<file path="config.mk">
export PLATFORM = sky130hd
export DESIGN_NAME = conv_psum_quant_flat
export DESIGN_NICKNAME = d
export VERILOG_FILES = /design/src/rtl/conv_pkg.sv /design/src/rtl/conv_psum_quant_if.sv /design/src/rtl/requant_sat.sv /design/src/rtl/conv_psum_quant.sv /design/src/flat_wrapper.sv
export SDC_FILE = /design/constraint.sdc
export NUM_CORES = 1
export LEC_CHECK = 0
export ABC_AREA = 1
export CORE_ASPECT_RATIO = 1.5
export CORE_MARGIN = 2
export CORE_UTILIZATION = 29
export DETAILED_ROUTE_END_ITERATION = 6
export PLACE_DENSITY = 0.53
export SYNTH_ARGS = -nofsm -noshare
export SYNTH_HDL_FRONTEND = slang
export SYNTH_SLANG_ARGS = --single-unit
</file>
<file path="constraint.sdc">
create_clock -name clk -period 3.1 [get_ports clk]
set_clock_uncertainty 0.2 [all_clocks]
set_input_delay 0.465 -clock clk [delete_from_list [all_inputs] [get_ports clk]]
set_output_delay 0.465 -clock clk [all_outputs]
set_load 0.1 [all_outputs]
</file>
<file path="src/rtl/conv_pkg.sv">
// Shared constants and types for the convolution partial-sum / requant path.
//   SUM_W  : adder-tree partial-sum width (signed)
//   ACC_W  : accumulator width (signed)
//   BIAS_W : bias width (signed)
//   OUT_W  : quantized output width (signed int8)
//   GRP_W  : group counter / cfg_num_grp width
//   state_t: accumulation FSM state
package conv_pkg;

    localparam int unsigned SUM_W  = 20;
    localparam int unsigned ACC_W  = 32;
    localparam int unsigned BIAS_W = 16;
    localparam int unsigned OUT_W  = 8;
    localparam int unsigned GRP_W  = 8;

    typedef enum logic {
        IDLE = 1'b0,
        ACC  = 1'b1
    } state_t;

endpackage

</file>
<file path="src/rtl/conv_psum_quant_if.sv">
// Partial-sum input / quantized-pixel output bundle for conv_psum_quant.
// Signal names carry the direction as seen from the accumulator (slave side).
//   sum_vld_i/sum_i : partial-sum beat (no backpressure)
//   bias_i          : bias, sampled on the first beat of a pixel
//   clr_i           : synchronous abort of the partial accumulation
//   out_vld_o/out_data_o : quantized pixel
//   acc_busy_o      : pixel partially accumulated
//   ovf_o           : sticky accumulator overflow
interface conv_psum_quant_if;
    import conv_pkg::*;

    logic                     sum_vld_i;
    logic signed [SUM_W-1:0]  sum_i;
    logic signed [BIAS_W-1:0] bias_i;
    logic                     clr_i;
    logic                     out_vld_o;
    logic signed [OUT_W-1:0]  out_data_o;
    logic                     acc_busy_o;
    logic                     ovf_o;

    modport slave (
        input  sum_vld_i, sum_i, bias_i, clr_i,
        output out_vld_o, out_data_o, acc_busy_o, ovf_o
    );

    modport master (
        output sum_vld_i, sum_i, bias_i, clr_i,
        input  out_vld_o, out_data_o, acc_busy_o, ovf_o
    );

endinterface

</file>
<file path="src/rtl/requant_sat.sv">
// Two-stage requantization pipeline: Q1 adds the round-to-nearest constant,
// Q2 arithmetic-shifts and saturates to OUT_W bits. Latency 2 cycles.
// With PSUM_QUANT_RELU_EN defined, Q2 clamps to [0, max] (fused ReLU)
// instead of signed saturation; latency is unchanged.
//   clk, rst   : clock, asynchronous active-high reset
//   shift_i    : right-shift amount 0..31, stable while data is in flight
//   in_vld_i   : input valid
//   in_data_i  : signed accumulator value
//   out_vld_o  : one-cycle output valid
//   out_data_o : saturated result, holds when out_vld_o=0
module requant_sat
    import conv_pkg::*;
#(
    parameter int unsigned AccW = ACC_W
) (
    input  logic                    clk,
    input  logic                    rst,
    input  logic [4:0]              shift_i,
    input  logic                    in_vld_i,
    input  logic signed [AccW-1:0]  in_data_i,
    output logic                    out_vld_o,
    output logic signed [OUT_W-1:0] out_data_o
);

    localparam int unsigned RW = AccW + 1;
    localparam logic signed [AccW:0] SatMax = RW'(2 ** (OUT_W - 1) - 1);
    localparam logic signed [AccW:0] SatMin = ~SatMax;

    logic signed [AccW:0]    rnd;
    logic signed [AccW:0]    r_d;
    logic signed [AccW:0]    r_q;
    logic signed [AccW:0]    shifted;
    logic signed [OUT_W-1:0] sat_d;
    logic                    q1_vld_q;
    logic                    out_vld_q;
    logic signed [OUT_W-1:0] out_data_q;

    // One extra bit so the rounding add cannot wrap.
    always_comb begin
        rnd = '0;
        if (shift_i != 5'd0) begin
            rnd = RW'(1) << (shift_i - 5'd1);
        end
        r_d = RW'(in_data_i) + rnd;
    end

    always_comb begin
        shifted = r_q >>> shift_i;
        sat_d   = shifted[OUT_W-1:0];
`ifdef PSUM_QUANT_RELU_EN
        if (shifted[AccW]) begin
            sat_d = '0;
        end else if (shifted > SatMax) begin
            sat_d = SatMax[OUT_W-1:0];
        end
`else
        if (shifted > SatMax) begin
            sat_d = SatMax[OUT_W-1:0];
        end else if (shifted < SatMin) begin
            sat_d = SatMin[OUT_W-1:0];
        end
`endif
    end

    always_ff @(posedge clk or posedge rst) begin
        if (rst) begin
            q1_vld_q   <= 1'b0;
            r_q        <= '0;
            out_vld_q  <= 1'b0;
            out_data_q <= '0;
        end else begin
            q1_vld_q  <= in_vld_i;
            out_vld_q <= q1_vld_q;
            if (in_vld_i) begin
                r_q <= r_d;
            end
            if (q1_vld_q) begin
                out_data_q <= sat_d;
            end
        end
    end

    assign out_vld_o  = out_vld_q;
    assign out_data_o = out_data_q;

endmodule

</file>
<file path="src/rtl/conv_psum_quant.sv">
// Accumulates 3x3 partial sums over cfg_num_grp input-channel groups (bias
// preloaded on the first beat), then requantizes to int8 through requant_sat.
// Optional feature macro: PSUM_QUANT_RELU_EN (fused ReLU in requant_sat).
//   clk, rst    : clock, asynchronous active-high reset
//   cfg_num_grp : groups per output pixel (0 treated as 1)
//   cfg_shift   : requant right-shift amount
//   bus         : partial-sum in / pixel out bundle (slave side)
module conv_psum_quant
    import conv_pkg::*;
#(
    parameter int unsigned AccW = ACC_W
) (
    input  logic                 clk,
    input  logic                 rst,
    input  logic [GRP_W-1:0]     cfg_num_grp,
    input  logic [4:0]           cfg_shift,
    conv_psum_quant_if.slave     bus
);

    state_t                 state_q;
    logic [GRP_W-1:0]       grp_cnt_q;
    logic signed [AccW-1:0] acc_q;
    logic                   ovf_q;
    logic                   iss_vld_q;

    logic [GRP_W-1:0]       num_eff;
    logic                   last_beat;
    logic signed [AccW-1:0] op_a;
    logic signed [AccW-1:0] op_b;
    logic signed [AccW-1:0] add_res;
    logic                   add_ovf;

    always_comb begin
        num_eff = (cfg_num_grp == '0) ? GRP_W'(1) : cfg_num_grp;
        if (state_q == IDLE) begin
            last_beat = (num_eff == GRP_W'(1));
            op_a      = AccW'(bus.bias_i);
        end else begin
            last_beat = (grp_cnt_q == num_eff - GRP_W'(1));
            op_a      = acc_q;
        end
        op_b    = AccW'(bus.sum_i);
        add_res = op_a + op_b;
        // Same-sign operands with a differently signed result: wrapped.
        add_ovf = (op_a[AccW-1] == op_b[AccW-1]) && (add_res[AccW-1] != op_a[AccW-1]);
    end

    always_ff @(posedge clk or posedge rst) begin
        if (rst) begin
            state_q   <= IDLE;
            grp_cnt_q <= '0;
            acc_q     <= '0;
            ovf_q     <= 1'b0;
            iss_vld_q <= 1'b0;
        end else begin
            iss_vld_q <= 1'b0;
            if (bus.clr_i) begin
                // Abort wins over a same-cycle beat; in-flight pixels still finish.
                state_q   <= IDLE;
                grp_cnt_q <= '0;
                acc_q     <= '0;
                ovf_q     <= 1'b0;
            end else if (bus.sum_vld_i) begin
                acc_q <= add_res;
                if (add_ovf) begin
                    ovf_q <= 1'b1;
                end
                if (last_beat) begin
                    iss_vld_q <= 1'b1;
                    grp_cnt_q <= '0;
                    state_q   <= IDLE;
                end else begin
                    grp_cnt_q <= grp_cnt_q + GRP_W'(1);
                    state_q   <= ACC;
                end
            end
        end
    end

    // acc_q holds the final sum for exactly the cycle iss_vld_q is high.
    requant_sat #(
        .AccW (AccW)
    ) u_requant_sat (
        .clk        (clk),
        .rst        (rst),
        .shift_i    (cfg_shift),
        .in_vld_i   (iss_vld_q),
        .in_data_i  (acc_q),
        .out_vld_o  (bus.out_vld_o),
        .out_data_o (bus.out_data_o)
    );

    assign bus.acc_busy_o = (grp_cnt_q != '0);
    assign bus.ovf_o      = ovf_q;

endmodule

</file>
<file path="src/flat_wrapper.sv">
// flat-port wrapper written by rule: the top's interface ports become plain ports
module conv_psum_quant_flat import conv_pkg::*;
#(
    parameter int unsigned AccW = ACC_W
)
  (clk, rst, cfg_num_grp, cfg_shift, bus_sum_vld_i, bus_sum_i, bus_bias_i, bus_clr_i, bus_out_vld_o, bus_out_data_o, bus_acc_busy_o, bus_ovf_o);
  conv_psum_quant_if bus_i ();
  input  logic clk;
  input  logic rst;
  input  logic [GRP_W-1:0] cfg_num_grp;
  input  logic [4:0] cfg_shift;
  input wire logic [$bits(bus_i.sum_vld_i)-1:0] bus_sum_vld_i;
  input wire logic [$bits(bus_i.sum_i)-1:0] bus_sum_i;
  input wire logic [$bits(bus_i.bias_i)-1:0] bus_bias_i;
  input wire logic [$bits(bus_i.clr_i)-1:0] bus_clr_i;
  output wire logic [$bits(bus_i.out_vld_o)-1:0] bus_out_vld_o;
  output wire logic [$bits(bus_i.out_data_o)-1:0] bus_out_data_o;
  output wire logic [$bits(bus_i.acc_busy_o)-1:0] bus_acc_busy_o;
  output wire logic [$bits(bus_i.ovf_o)-1:0] bus_ovf_o;
  assign bus_i.sum_vld_i = bus_sum_vld_i;
  assign bus_i.sum_i = bus_sum_i;
  assign bus_i.bias_i = bus_bias_i;
  assign bus_i.clr_i = bus_clr_i;
  assign bus_out_vld_o = bus_i.out_vld_o;
  assign bus_out_data_o = bus_i.out_data_o;
  assign bus_acc_busy_o = bus_i.acc_busy_o;
  assign bus_ovf_o = bus_i.ovf_o;
  conv_psum_quant #(.AccW(AccW)) u_core (.clk(clk), .rst(rst), .cfg_num_grp(cfg_num_grp), .cfg_shift(cfg_shift), .bus(bus_i));
endmodule
</file>
==> key figures <==
Run status
  • Outcome: finished with violations
  • Failing checks: negative setup slack

STA
  • Final TNS setup: -0.0141 ns
  • Fin crit period: 3.11 ns
  • Final period util: 100%
  • Max-slew violations: 0
  • F_max: 321 MHz
  • Fin worst setup slack: -0.0141 ns
  • Slew @ Worst Pin: 0.799 ns
  • Slew headroom: 46.7%
  • Final Hold Vio Count: 0
  • Finish-stage setup viols: 1
  • RSZ-0062 raised after global routing: yes

Synth
  • Post-Synthesis Cells: 1,575
  • Leading area contributor after synthesis: dfrtp_1
  • Ys Warns: 0
  • Synthesized area: 9610 sq um
  • Synth unique cells: 43
  • Post-synthesis register bit count: 86
  • Synth Area per Inst: 6.10 sq um
  • Post-synth EDFFs: 0
  • Synthesized Nets: 1,699
  • Sequential area share after synthesis: 22.4%
  • Most numerous cell in the Yosys netlist: nand2_1
  • Async set-reset flop share out of synthesis: 100%
  • Top FF cell, synth: dfrtp_1
  • Synth top area cells: dfrtp_1 22%, nand2_1 19%, nand3_1 12%
  • Post-synth top area share: 22.4%
  • Synth top cells by count: 481 x nand2_1, 231 x nand3_1, 134 x nor2_1, 131 x o21ai_0, 107 x inv_1

Power and ir drop
  • LEAKAGE: 6.83 nW
  • IR drop worst, VDD: 0.414 mV
  • Pwr dens: 392 nW/um^2

Worst setup path
  • Worst path slowest cell: ha_1
  • Setup CP Type: in -> reg
  • Worst reg2reg setup slack: 0.09 ns
  • Critical path capture point type: flop
  • CP startpoint kind: primary input
  • CP cell instances: buf_6 > nor2_4 > ha_4 > nor3_1 > buf_4 > nand2_1 > nor2_2 > ha_1 > a21oi_1 > o21ai_0 > a21oi_2 > nand2_2 > a21oi_4 > o21ai_4 > buf_4 > xnor2_1 > o21ai_0
  • Worst path required time: 3.14 ns
  • R2r worst-path depth: 22
  • Top delay family on crit path: compound AO/OA/AOI/OAI gates
  • FF-to-FF End: u_core.acc_q[28]$_DFFE_PP0P_
  • Delay of the slowest critical-path stage: 0.26 ns
  • Critical-path maximum fanout: 3
  • Critical Path AT: 3.15 ns
  • Buf/Inv on CP: 3
  • FF-to-FF Start: u_core.state_q$_DFFE_PP0P_

Placement
  • Final RePlAce weighted congestion: 0.964
  • Port Buf Inserts: 63
  • Pre-CTS WS: -1.02 ns
  • DPL Wire Length: 30.5 mm

Global routing
  • Grt ovf: 0
  • Largest net degree at the start of global routing: 50
  • Initial antenna violation count: 0
  • Gr usage total: 21.0%
  • First-pass GRT wire length: 57.8 mm
  • Vias in the first global route: 11,700

Layout
  • Fillers: 3,531
  • Layout cells sized above 1: 26.8%
  • Diodes inserted: 0
  • Register Area: 2150 sq um
  • Area of the multi-input gates: 7550 sq um
  • Area Growth Syn to Fin: 44.3%
  • Final net count: 2,012

Clock tree
  • Clock network latency to the later pin of the worst-skew pair: 0.38 ns
  • CTS sink cnt: 86
  • CTS tree: yes
  • H-tree levels: 3
  • CTS Buffer Depth: 2
  • CTS clk-pin slew, worst paths: 0.06 ns
  • Root Driver: clkbuf_16
  • Num CTS Buffers: 9

Routing
  • Iter 0 DRT Violations: 443
  • ANT nets after route: 0
  • Vias: 11,600
  • Vias per cell: 5.01
  • WL final: 36.6 mm
  • Drt wl/cell: 15.9 microns
  • # DRC: 0
  • DRT Pass-1 Iters: 5

Floorplan
  • I/O Pins: 64
  • Rows: 81
  • DIE WIDTH: 153 microns
  • Die footprint: 34,600 sq um
  • Core Region: 32,600 sq um
  • Die extent in y: 227 microns
  • Starting density of the core: 29.4%

Worst hold path
  • Worst Hold Class: in -> async

Run
  • Max Cap Violations: 0
-- cell families (layout without fill, tap and decap cells) --
group / Yosys count / after routing / share of synthesized area (%)
buffers and inverters: 173 / 491 / 7.41
XOR/XNOR: 40 / 40 / 3.65
adder cells (fa/ha/maj): 71 / 71 / 9.40
flip-flops: 86 / 86 / 22.4
AND/OR/NAND/NOR: 915 / 915 / 40.7
AO/OA/AOI/OAI: 290 / 290 / 16.4
-- layout by cell type, fill, tap and decap left out, types with 9 or more instances in the layout --
master and count:
a21oi_1 65, a21oi_2 35, buf_4 293, buf_6 12, clkbuf_16 10, clkdlybuf4s50_1 47
dfrtp_1 86, ha_1 58, inv_1 99, nand2_1 456, nand2_2 29, nand3_1 216
nand3_2 18, nand4_1 17, nor2_1 116, nor2_2 10, nor3_1 9, o21ai_0 104
o21ai_1 19, o22ai_1 9, xnor2_1 12, xor2_1 22
-- layer usage --
| layer | wire [microns] | share of wire [%] | global-route usage [%] | vias up |
|---|---|---|---|---|
| met1 | 13500 | 37 | 20.1 | 5368 |
| met5 | 0 | 0 | 0 | - |
| li1 | - | - | - | 5931 |
| met4 | 2010 | 5.5 | 11.9 | 0 |
| met2 | 20300 | 56 | 43.1 | 181 |
| met3 | 707 | 1.9 | 2.06 | 74 |
-- state kept, by name, summed over array words and instances, names as in the netlist --
register	cells
u_core.acc_q	32
u_core.bus.ovf_o	1
u_core.grp_cnt_q	8
u_core.iss_vld_q	1
u_core.state_q	1
u_core.u_requant_sat.out_data_o	8
u_core.u_requant_sat.out_vld_o	1
u_core.u_requant_sat.q1_vld_q	1
u_core.u_requant_sat.r_q	33
-- power by group --
part	switching (mW)	internal [mW]
Sequential	0.173	1.30
Clock	0.488	0.539
Combinational	1.69	1.25
Total	2.35	3.08
-- worst max path at each step --
stage / startpoint / depth (start not counted) / to
global placement: cfg_shift[0] / 18 / u_core.u_requant_sat.r_q[27]$_DFFE_PP0P_
detailed placement: cfg_shift[0] / 18 / u_core.u_requant_sat.r_q[27]$_DFFE_PP0P_
CTS: cfg_shift[1] / 18 / u_core.u_requant_sat.r_q[29]$_DFFE_PP0P_
finish: cfg_shift[0] / 17 / u_core.u_requant_sat.r_q[22]$_DFFE_PP0P_
floorplan: cfg_shift[0] / 22 / u_core.u_requant_sat.r_q[21]$_DFFE_PP0P_
global route: cfg_shift[0] / 23 / u_core.u_requant_sat.r_q[26]$_DFFE_PP0P_
-- cell type report --
type                            count  area share, %
Clock buffer                       10           1.65
Clock inverter                      6          0.280
Inverter                          115           3.24
Multi-Input combinational cell   1316           54.4
Sequential cell                    86           15.5
Tap cell                          415           3.74
Timing Repair Buffer              360           21.1
-- stage by stage --
stage | hold WS [ns] | util (%) | cell area [sq um] | total power [mW] | std cells
finish | 0.205 | 42.5 | 13900 | 5.44 | 2308
global route | 0.238 | 42.5 | 13900 | 5.87 | 2308
CTS | 0.192 | 40.4 | 13200 | 5.30 | 2293
detailed placement | 0.272 | 39.1 | 12800 | 4.21 | 2277
global placement | 0.271 | 39.1 | 12800 | 4.19 | 2277
floorplan | 0.149 | - | 9780 | 3.07 | 1575
-- what timing repair did --
item	in CTS	in global routing
hold buffers	0	0
setup endpoints to repair	36	46
pin swaps	17	46
cloned	0	1
hold endpoints to repair	0	0
buffers inserted	2	14
gates resized for setup	56	137
(Power assumes the default switching activity.)
